--- src/rtl/mode6_sub_seq.sv ---
// mode6_sub_seq: sequencer for the two-lane softmax "x - max" subtract stage.
// Latches the row maximum on start, streams N packed pairs from the input
// buffer through the external two-lane FP subtract datapath and writes the
// N result pairs to the output buffer, then pulses done for one cycle.
// Optional macro MODE6_SUB_SEQ_PIPE_EN registers the datapath operands,
// adding one stage between the read data and the result capture.
module mode6_sub_seq #(
    parameter int DATAWIDTH = 16,
    parameter int ADDRWIDTH = 8,
    parameter int LENWIDTH  = 9
) (
    input  logic                   clk,
    input  logic                   reset,
    input  logic                   start,
    input  logic [LENWIDTH-1:0]    len,
    input  logic [ADDRWIDTH-1:0]   rd_base,
    input  logic [ADDRWIDTH-1:0]   wr_base,
    input  logic [DATAWIDTH-1:0]   max_in,
    output logic                   rd_en,
    output logic [ADDRWIDTH-1:0]   rd_addr,
    input  logic [2*DATAWIDTH-1:0] rd_data,
    output logic [DATAWIDTH-1:0]   sub_a0,
    output logic [DATAWIDTH-1:0]   sub_a1,
    output logic [DATAWIDTH-1:0]   sub_b,
    input  logic [DATAWIDTH-1:0]   sub_z0,
    input  logic [DATAWIDTH-1:0]   sub_z1,
    output logic                   wr_en,
    output logic [ADDRWIDTH-1:0]   wr_addr,
    output logic [2*DATAWIDTH-1:0] wr_data,
    output logic                   busy,
    output logic                   done
);

    typedef enum logic [1:0] {
        ST_IDLE  = 2'd0,
        ST_RUN   = 2'd1,
        ST_DRAIN = 2'd2,
        ST_DONE  = 2'd3
    } state_t;

    // Largest legal length: every address of the buffer exactly once.
    localparam logic [LENWIDTH-1:0] LEN_MAX = LENWIDTH'(1) << ADDRWIDTH;

    state_t                 state_r;
    logic [LENWIDTH-1:0]    rd_left_r;   // reads still to issue after the current one
    logic [ADDRWIDTH-1:0]   wr_ptr_r;    // address of the next write
    logic [DATAWIDTH-1:0]   max_r;       // row maximum latched on accepted start
    logic                   rd_vld_r;    // rd_data carries a requested word this cycle
    logic [LENWIDTH-1:0]    len_eff_s;
    logic                   wr_stage_vld_s;  // datapath result is valid this cycle
    logic                   pipe_busy_s;     // any stage still holds a pair in flight

    // Clamp over-long requests to a full buffer sweep.
    always_comb begin
        len_eff_s = len;
        if (len > LEN_MAX) begin
            len_eff_s = LEN_MAX;
        end else begin
            len_eff_s = len;
        end
    end

`ifdef MODE6_SUB_SEQ_PIPE_EN
    logic                 op_vld_r;
    logic [DATAWIDTH-1:0] sub_a0_r;
    logic [DATAWIDTH-1:0] sub_a1_r;
    logic [DATAWIDTH-1:0] sub_b_r;

    // Operand register stage in front of the datapath; zero when no data.
    always_ff @(posedge clk or posedge reset) begin
        if (reset) begin
            op_vld_r <= 1'b0;
            sub_a0_r <= {DATAWIDTH{1'b0}};
            sub_a1_r <= {DATAWIDTH{1'b0}};
            sub_b_r  <= {DATAWIDTH{1'b0}};
        end else begin
            op_vld_r <= rd_vld_r;
            sub_b_r  <= max_r;
            if (rd_vld_r) begin
                sub_a0_r <= rd_data[DATAWIDTH-1:0];
                sub_a1_r <= rd_data[2*DATAWIDTH-1:DATAWIDTH];
            end else begin
                sub_a0_r <= {DATAWIDTH{1'b0}};
                sub_a1_r <= {DATAWIDTH{1'b0}};
            end
        end
    end

    assign sub_a0         = sub_a0_r;
    assign sub_a1         = sub_a1_r;
    assign sub_b          = sub_b_r;
    assign wr_stage_vld_s = op_vld_r;
    assign pipe_busy_s    = rd_vld_r | op_vld_r;
`else
    assign sub_a0         = rd_vld_r ? rd_data[DATAWIDTH-1:0] : {DATAWIDTH{1'b0}};
    assign sub_a1         = rd_vld_r ? rd_data[2*DATAWIDTH-1:DATAWIDTH] : {DATAWIDTH{1'b0}};
    assign sub_b          = max_r;
    assign wr_stage_vld_s = rd_vld_r;
    assign pipe_busy_s    = rd_vld_r;
`endif

    // Control FSM, read issue, result capture and write issue.
    always_ff @(posedge clk or posedge reset) begin
        if (reset) begin
            state_r   <= ST_IDLE;
            rd_left_r <= {LENWIDTH{1'b0}};
            wr_ptr_r  <= {ADDRWIDTH{1'b0}};
            max_r     <= {DATAWIDTH{1'b0}};
            rd_vld_r  <= 1'b0;
            rd_en     <= 1'b0;
            rd_addr   <= {ADDRWIDTH{1'b0}};
            wr_en     <= 1'b0;
            wr_addr   <= {ADDRWIDTH{1'b0}};
            wr_data   <= {(2*DATAWIDTH){1'b0}};
            busy      <= 1'b0;
            done      <= 1'b0;
        end else begin
            // Read data arrives one cycle after the strobe.
            rd_vld_r <= rd_en;

            // Write stage: capture the datapath result for every valid pair.
            if (wr_stage_vld_s) begin
                wr_en    <= 1'b1;
                wr_addr  <= wr_ptr_r;
                wr_ptr_r <= wr_ptr_r + ADDRWIDTH'(1);
                wr_data  <= {sub_z1, sub_z0};
            end else begin
                wr_en    <= 1'b0;
            end

            case (state_r)
                ST_IDLE: begin
                    if (start) begin
                        max_r    <= max_in;
                        wr_ptr_r <= wr_base;
                        if (len_eff_s == {LENWIDTH{1'b0}}) begin
                            state_r <= ST_DONE;
                            done    <= 1'b1;
                        end else begin
                            state_r   <= ST_RUN;
                            rd_en     <= 1'b1;
                            rd_addr   <= rd_base;
                            rd_left_r <= len_eff_s - LENWIDTH'(1);
                            busy      <= 1'b1;
                        end
                    end
                end
                ST_RUN: begin
                    if (rd_left_r == {LENWIDTH{1'b0}}) begin
                        rd_en   <= 1'b0;
                        state_r <= ST_DRAIN;
                    end else begin
                        rd_addr   <= rd_addr + ADDRWIDTH'(1);
                        rd_left_r <= rd_left_r - LENWIDTH'(1);
                    end
                end
                ST_DRAIN: begin
                    // Nothing left in flight: the final write is on the bus now.
                    if (!pipe_busy_s) begin
                        state_r <= ST_DONE;
                        busy    <= 1'b0;
                        done    <= 1'b1;
                    end
                end
                ST_DONE: begin
                    done    <= 1'b0;
                    state_r <= ST_IDLE;
                end
                default: begin
                    state_r <= ST_IDLE;
                    rd_en   <= 1'b0;
                    busy    <= 1'b0;
                    done    <= 1'b0;
                end
            endcase
        end
    end

endmodule
--- config.mk ---
export PLATFORM = sky130hd
export DESIGN_NAME = mode6_sub_seq
export DESIGN_NICKNAME = d
export VERILOG_FILES = /design/src/rtl/mode6_sub_seq.sv
export SDC_FILE = /design/constraint.sdc
export NUM_CORES = 1
export LEC_CHECK = 0
export CORE_UTILIZATION = 44
export CTS_CLUSTER_DIAMETER = 50
export CTS_CLUSTER_SIZE = 30
export DETAILED_ROUTE_END_ITERATION = 6
export MAX_ROUTING_LAYER = met4
export PLACE_DENSITY = 0.86
export SYNTH_ARGS = -nofsm -noshare
export SYNTH_HDL_FRONTEND = slang
export SYNTH_SLANG_ARGS = --single-unit
--- constraint.sdc ---
create_clock -name clk -period 8.46 [get_ports clk]
set_clock_uncertainty 0.2 [all_clocks]
set_input_delay 1.269 -clock clk [delete_from_list [all_inputs] [get_ports clk]]
set_output_delay 1.269 -clock clk [all_outputs]
set_load 0.03 [all_outputs]
==> results of run 1 <==
[logic make-up (layout without fill, tap and decap cells)]
kind of cell	count (synthesis)	in the layout	synth area share (%)
fa+ha+maj	7	7	2.04
simple gates	120	120	14.8
xor+xnor	9	9	1.84
compound gates	73	73	10.4
buf+inv	26	232	2.95
flops	88	88	51.3
mux	64	64	16.6
[critical path: stages]
cell and delay [ns]:
clkdlybuf4s50_1 0.50, and2_1 0.13, clkdlybuf4s50_1 0.66
[cells in the mapped netlist, drive strengths merged (3+ instances only)]
cell / n
a21oi: 25
dfrtp: 88
and3: 4
a31oi: 6
nand4: 3
o21ai: 23
a22o: 3
nor2b: 4
inv: 5
mux2i: 7
buf: 10
nand2: 27
nand3: 12
xor2: 5
nor2: 20
nor3: 3
clkbuf: 11
and2: 32
ha: 7
o22ai: 3
mux2: 57
or4: 3
xnor2: 4
[metal layers]
layer	up-vias	GRT usage [%]
met5	-	-
met2	165	44.6
li1	1767	-
met4	0	8.81
met1	1811	25.6
met3	27	4.23
[stage by stage]
stage	utilization [%]	instance area [um2]	cells	power, mW	hold WS (ns)
after floorplan	-	4290	387	1.30	0.152
after global placement	69.1	6450	706	1.61	0.220
after detailed placement	69.1	6450	706	1.65	0.234
after CTS	71.3	6650	722	1.95	0.255
after global routing	71.3	6650	722	2.06	0.273
final	71.3	6650	722	1.94	0.252
[power breakdown]
part / leakage [nW] / internal, mW / switching [mW] / total [mW]
Clock: 0.100 / 0.147 / 0.150 / 0.297
Combinational: 1.58 / 0.435 / 0.540 / 0.975
Sequential: 1.01 / 0.560 / 0.109 / 0.669
Total: 2.69 / 1.14 / 0.799 / 1.94
[final timing paths]
| kind | start | end | slack, ns | cells past startpoint |
|---|---|---|---|---|
| max in group asynchronous | reset | pipe_busy_s$_DFF_PP0_ | 5.82 | 3 |
| min in group asynchronous | reset | wr_data[11]$_DFFE_PP0P_ | 1.13 | 2 |
| worst min register to register | rd_en$_DFFE_PP0P_ | pipe_busy_s$_DFF_PP0_ | 0.25 | 0 |
| worst min-delay path | rd_en$_DFFE_PP0P_ | pipe_busy_s$_DFF_PP0_ | 0.25 | 0 |
| worst max-delay path | rd_data[17] | sub_a1[1] | 4.43 | 3 |
| worst max register to register | state_r[0]$_DFFE_PP0P_ | rd_left_r[3]$_DFFE_PP0P_ | 5.28 | 7 |
[layout make-up]
class	instances	area, um2	share of cell area, %
Clock buffer	11	141	2.12
Clock inverter	5	63.8	0.959
Inverter	5	20.0	0.301
Multi-Input combinational cell	273	1960	29.5
Sequential cell	88	2200	33.1
Tap cell	129	161	2.43
Timing Repair Buffer	211	2100	31.6
[registers in the layout (all words and copies together) (netlist names), 2 cells and up]
signal     flops
wr_ptr_r       8
sub_b         16
rd_addr        8
state_r        2
wr_addr        8
wr_data       32
rd_left_r      9
==> flow_summary.yaml, run 1 <==
worst_setup_path:
  arrival_ns: 2.56
  critPathLaunchType: "input pin"
  worstPathMaxFanout: 1
  crit_required_ns: 6.99
  crit_path_end_kind: "output port"
  crit_type: "input pin to output port"
power:
  p_leak_nw: 2.69
  powerDensity_nw_per_um2: 292
  peakVddDrop_v: 0.000189
synthesis:
  ys.flop_type: "dfrtp_1"
  syn_inst: 387
  synth_area_um2: 4290
  netlist.area_leader.share_pct: 51.3
  synth-edff-count: 0
  synth_top_cell_by_area: "dfrtp_1"
  async_reset_ff_share_pct: 100
  yosys.cell_types.count: 45
  synth_warnings: 0
  synth_seq_cells: 88
  syn_nets: 502
  avgSynthCellArea_um2: 11.1
  synth_area_leaders: "dfrtp_1 51%, mux2_2 15%, and2_1 4.7%"
  yosysSeqAreaShare_pct: 51.3
sta:
  period_share_pct: 47.6
  maxSlewHeadroom_pct: 15.1
  fmax_ghz: 0.248
  setup_tns_ns: 0
  setup_viol: 0
  worstMarginPinSlew_ns: 1.27
  layout_min_cycle_time_ns: 4.03
  hold_viol_final: 0
  rsz0062_at_grt: "false"
  setup_ws_ns: 4.43
  slew_viol_final: 0
worst_hold_path:
  hold_class: "register to register"
placement:
  place_congestion: 0.918
  port_buffers: 207
  pre_cts_ws_ns: 4.31
  dp_hpwl_um: 8790
clock_network:
  numCtsBuffers: 9
  tritoncts: "built"
  postCtsSetupRepairBufs: 0
  clockRootBuffer: "clkbuf_8"
  clockBufferDepth: 2
  cts_hold_buffers: 0
  post_cts_resized: 0
  cts_sinks: 88
  clk_latency_ns: 0.35
  htreeDepth: 3
  path_clk_slew_ns: 0.09
final_layout:
  drive_above_1_share_pct: 14.2
  areaGrowthSynthToFinish_pct: 55.1
  antenna_cells: 0
  layout_common_cells: "207 x clkdlybuf4s50_1, 87 x dfrtp_1, 57 x mux2_2"
  final_nets: 703
  fill_cells: 695
  final_common_cell: "clkdlybuf4s50_1"
drt:
  top_layer: "met4"
  vias: 3770
  wl_met1_um: 4090
  vias_per_cell: 5.22
  wl_met2_um: 6370
  drc_errors: 0
  postRouteAntennaNets: 0
  wl_per_cell_um: 15.9
  dr.pass1.iters: 4
  finalWirelength_um: 11500
  met3_wirelength_um: 765
  first_iter_violations: 106
global_routing:
  grt_first_pass_wirelength_um: 18300
  antenna_found_initial: 0
  grt_max_degree: 80
  grtUsageTotal_pct: 24.1
  grt_pass1_vias: 3778
  overflow: 0
die:
  ioPinCount: 208
  die_area_um2: 10100
  core_um2: 9330
  chipHeight_um: 101
  initial_core_util_pct: 46.0
  rows: 35
  die_x_um: 101
run:
  drv_cap: 0
status:
  status: "finished, final reports clean"
(Power assumes the default switching activity.)
==> inputs of run 2 (changes only) <==
--- a/config.mk
+++ b/config.mk
@@ -5,12 +5,12 @@
 export SDC_FILE = /design/constraint.sdc
 export NUM_CORES = 1
 export LEC_CHECK = 0
-export CORE_UTILIZATION = 44
+export CORE_UTILIZATION = 41
 export CTS_CLUSTER_DIAMETER = 50
 export CTS_CLUSTER_SIZE = 30
 export DETAILED_ROUTE_END_ITERATION = 6
 export MAX_ROUTING_LAYER = met4
-export PLACE_DENSITY = 0.86
+export PLACE_DENSITY = 0.81
 export SYNTH_ARGS = -nofsm -noshare
 export SYNTH_HDL_FRONTEND = slang
 export SYNTH_SLANG_ARGS = --single-unit
==> constraint.sdc (replaced) <==
create_clock -name clk -period 3.98 [get_ports clk]
set_clock_uncertainty 0.2 [all_clocks]
set_input_delay 0.597 -clock clk [delete_from_list [all_inputs] [get_ports clk]]
set_output_delay 0.597 -clock clk [all_outputs]
set_load 0.03 [all_outputs]
==> flow_summary.yaml, run 2 (synthesis gave the netlist of run 1 again) <==
status:
  status: "finished, final reports clean"
global_routing:
  overflow: 0
  grt_max_degree: 89
  grt_pass1_vias: 3826
  antenna_found_initial: 0
  grtUsageTotal_pct: 22.9
  grt_first_pass_wirelength_um: 19300
final_layout:
  largest_register_ffs: 32
  finish.instance_area_um2: 6660
  largest_register: "wr_data"
  areaGrowthSynthToFinish_pct: 55.1
  final_cells: 727
  final_common_cell: "clkdlybuf4s50_1"
  final_nets: 704
  antenna_cells: 0
  drive_above_1_share_pct: 14.3
  layout_common_cells: "207 x clkdlybuf4s50_1, 87 x dfrtp_1, 57 x mux2_2"
  post-route-util_pct: 66.9
worst_hold_path:
  hold_class: "register to register"
  hold_start: "rd_en$_DFFE_PP0P_"
worst_setup_path:
  worstPathCellList: "and2_1 -> clkdlybuf4s50_1"
  reg2reg_from: "state_r[1]$_DFFE_PP0P_"
  worstPathMaxFanout: 40
  arrival_ns: 2.00
  crit_path_max_incr_delay_ns: 0.71
  critPathBufInv: 1
  cpLargestDelayFamily: "flip-flops"
  crit_required_ns: 3.18
  crit_path_end_kind: "output port"
  crit_type: "register to output port"
  setup.worst_path.start: "pipe_busy_s$_DFF_PP0_"
  critPathSlowestCell: "dfrtp_2"
  critPathLaunchType: "register"
clock_network:
  htreeDepth: 3
  numCtsBuffers: 9
  postCtsSetupRepairBufs: 0
  cts_sinks: 88
  path_clk_slew_ns: 0.09
  cts_hold_buffers: 0
  clockBufferDepth: 2
  clk_latency_ns: 0.35
  clockRootBuffer: "clkbuf_8"
  post_cts_resized: 0
  tritoncts: "built"
sta:
  hold_viol_final: 0
  setup_ws_ns: 1.18
  holdWs_ns: 0.252
  setup_tns_ns: 0
  maxSlewHeadroom_pct: 55.7
  layout_min_cycle_time_ns: 2.80
  setup_viol: 0
  rsz0062_at_grt: "false"
  fmax_ghz: 0.357
  slew_viol_final: 0
  worstMarginPinSlew_ns: 0.663
  period_share_pct: 70.3
placement:
  place_congestion: 0.902
  port_buffers: 207
  placed_area_um2: 6470
  dp.cells: 711
  dp_hpwl_um: 8870
  pre_cts_ws_ns: 0.960
die:
  die_x_um: 104
  initial_core_util_pct: 43.1
  rows: 36
  ioPinCount: 208
  core_um2: 9950
  die_area_um2: 10900
  chipHeight_um: 104
drt:
  finalWirelength_um: 11800
  wl_per_cell_um: 16.2
  vias: 3745
  vias_per_cell: 5.15
  postRouteAntennaNets: 0
  dr.pass1.iters: 4
  drc_errors: 0
  first_iter_violations: 154
power:
  peakVddDrop_v: 0.000417
  p_leak_nw: 2.68
  powerDensity_nw_per_um2: 613
  finalPower_mw: 4.08
run:
  drv_cap: 0
==> run 2: cell types whose count changed in the layout (fill, tap and decap cells not counted), sizes merged <==
cell	delta
bufinv	-1
clkinvlp	+1
buf	+1
==> run 2: report_power, final <==
group | switching, mW | leakage (nW) | total (mW) | internal, mW
clock network | 0.333 | 0.0861 | 0.582 | 0.249
logic | 1.14 | 1.59 | 2.08 | 0.937
registers | 0.231 | 1.01 | 1.42 | 1.19
==> run 2: cell type report <==
class                           instances  area, um2
Clock buffer                           11        141
Clock inverter                          5       41.3
Inverter                                5       20.0
Sequential cell                        88       2200
Timing Repair Buffer                  212       2120
Fill cell                             792       3300
Multi-Input combinational cell        273       1960
Tap cell                              133        166
==> run 2: metal layers <==
layer	global-route usage, %	part of all wire, %
met1	25.1	39
met2	42.0	54
met3	4.70	5.4
met4	5.71	1.6
met5	-	0
==> run 2: worst paths after layout <==
check                                                end  slack (ns)  depth (start not counted)
worst max-delay path                           sub_a1[0]        1.18                          2
worst min-delay path               pipe_busy_s$_DFF_PP0_        0.25                          0
worst max register to register  rd_left_r[3]$_DFFE_PP0P_        1.18                          7
worst min register to register     pipe_busy_s$_DFF_PP0_        0.25                          0
max in group asynchronous        wr_data[11]$_DFFE_PP0P_        2.72                          3
min in group asynchronous           sub_b[6]$_DFFE_PP0P_        0.44                          3
==> inputs of run 3 (changes only) <==
==> constraint.sdc (replaced) <==
create_clock -name clk -period 2.6 [get_ports clk]
set_clock_uncertainty 0.2 [all_clocks]
set_input_delay 0.39 -clock clk [delete_from_list [all_inputs] [get_ports clk]]
set_output_delay 0.39 -clock clk [all_outputs]
set_load 0.03 [all_outputs]
==> flow_summary.yaml, run 3 (synthesis gave the netlist of run 1 again) <==
power:
  clkPwrFrac_pct: 15.2
  p_leak_nw: 2.75
  power_frac_comb_pct: 51.1
  p_switching_mw: 2.67
  powerDensity_nw_per_um2: 953
  p_seq_share_pct: 33.7
  switching_share_pct: 41.2
  intPower_mw: 3.80
  peakVddDrop_v: 0.000679
drt:
  dr.pass1.iters: 4
  wl_per_cell_um: 16.2
  top_layer: "met4"
  vias: 3838
  first_iter_violations: 229
  wl_met2_um: 6500
  met3_wirelength_um: 670
  vias_per_cell: 5.19
  drc_errors: 0
  postRouteAntennaNets: 0
  wl_met1_um: 4560
  finalWirelength_um: 12000
sta:
  holdWs_ns: 0.260
  slew_viol_final: 0
  worstMarginPinSlew_ns: 0.623
  hold_viol_final: 0
  maxSlewHeadroom_pct: 58.5
  period_share_pct: 96.1
  setup_viol: 0
  layout_min_cycle_time_ns: 2.50
  fmax_ghz: 0.400
worst_setup_path:
  critPathSlowestCell: "clkdlybuf4s50_1"
  crit_path_end_kind: "output port"
  crit_required_ns: 2.01
  crit_type: "register to output port"
  critPathLaunchType: "register"
  crit_path_max_incr_delay_ns: 0.67
  arrival_ns: 1.91
  worstPathCellList: "buf_8 -> and2_1 -> clkdlybuf4s50_1"
  worstPathMaxFanout: 21
clock_network:
  path_clk_slew_ns: 0.10
  tritoncts: "built"
  numCtsBuffers: 9
  clockRootBuffer: "clkbuf_8"
  htreeDepth: 3
  cts_sinks: 88
  clockBufferDepth: 2
  clk_latency_ns: 0.36
final_layout:
  fill_cells: 740
  layout_common_cells: "207 x clkdlybuf4s50_1, 87 x dfrtp_1, 57 x mux2_2"
  areaGrowthSynthToFinish_pct: 58.2
  largest_register: "wr_data"
  final_nets: 716
  final_common_cell: "clkdlybuf4s50_1"
  largest_register_ffs: 32
  antenna_cells: 0
  final_cells: 739
  drive_above_1_share_pct: 16.5
die:
  core_um2: 9950
  chipHeight_um: 104
  ioPinCount: 208
  rows: 36
  initial_core_util_pct: 43.1
  die_x_um: 104
  die_area_um2: 10900
global_routing:
  grt_max_degree: 51
  antenna_found_initial: 0
  overflow: 0
  grt_pass1_vias: 3757
  grtUsageTotal_pct: 23.3
  grt_first_pass_wirelength_um: 19500
placement:
  port_buffers: 207
  dp.cells: 722
  dp_hpwl_um: 9160
  place_congestion: 0.967
worst_hold_path:
  hold_class: "register to register"
status:
  status: "finished, final reports clean"
run:
  drv_cap: 0
## run 3: critical path: cells and delay by family (launching register included)
family,cells,cell delay [ns]
buf+inv,2,0.87
flops,1,0.54
simple gates,1,0.13
## run 3: what timing repair did
action,4_1_cts,5_1_grt
pin swaps,0,1
gates cloned,0,0
gates resized for setup,1,3
endpoints found under the setup margin,2,4
hold buffers,0,0
setup buffers,0,1
## run 3: final cells by class
| class | count | area [um2] | area share, % |
|---|---|---|---|
| flip-flops and latches | 88 | 2210 | 32.5 |
| well taps | 133 | 166 | 2.45 |
| repair buffers | 224 | 2220 | 32.7 |
| clock inverters | 7 | 78.8 | 1.16 |
| multi-input cells | 273 | 1970 | 29.0 |
| clock buffers | 9 | 124 | 1.82 |
| inverters | 5 | 22.5 | 0.332 |
## run 3: routing by layer
layer | GRT usage [%] | vias up
li1 | - | 1797
met1 | 26.3 | 1852
met5 | - | -
met2 | 40.9 | 167
met4 | 9.49 | 0
met3 | 3.76 | 22
## run 3: per-stage QoR
| stage | power (mW) | utilization (%) | instance area (um2) | setup slack (ns) | setup TNS, ns |
|---|---|---|---|---|---|
| 2_1_floorplan | 4.24 | - | 4300 | 0.00430 | 0 |
| 3_3_place_gp | 5.43 | 65.9 | 6560 | 0.0754 | 0 |
| 3_5_place_dp | 5.51 | 65.9 | 6560 | 0.0207 | 0 |
| 4_1_cts | 6.50 | 67.9 | 6760 | 0.0506 | 0 |
| 5_1_grt | 6.89 | 68.2 | 6790 | -0.0327 | -0.0933 |
| 6_report | 6.47 | 68.2 | 6790 | 0.101 | 0 |
## run 3: path summary, 6_finish.rpt
path | startpoint | to | slack, ns | depth (start not counted)
setup / recovery | pipe_busy_s$_DFF_PP0_ | sub_a1[14] | 0.10 | 3
hold / removal | rd_en$_DFFE_PP0P_ | pipe_busy_s$_DFF_PP0_ | 0.26 | 0
setup reg to reg | state_r[1]$_DFFE_PP0P_ | rd_left_r[3]$_DFFE_PP0P_ | 0.12 | 7
hold reg to reg | rd_en$_DFFE_PP0P_ | pipe_busy_s$_DFF_PP0_ | 0.26 | 0
max in group asynchronous | reset | pipe_busy_s$_DFF_PP0_ | 1.32 | 3
min in group asynchronous | reset | wr_data[17]$_DFFE_PP0P_ | 0.33 | 3
## run 3: power by group through the flow
stage	Combinational, mW	Clock (mW)	Sequential (mW)
final	3.31	0.984	2.18
after global routing	3.57	1.07	2.25
after CTS	3.31	1.01	2.18
after detailed placement	3.30	0	2.21
after global placement	3.24	0	2.19
after floorplan	1.53	0	2.70
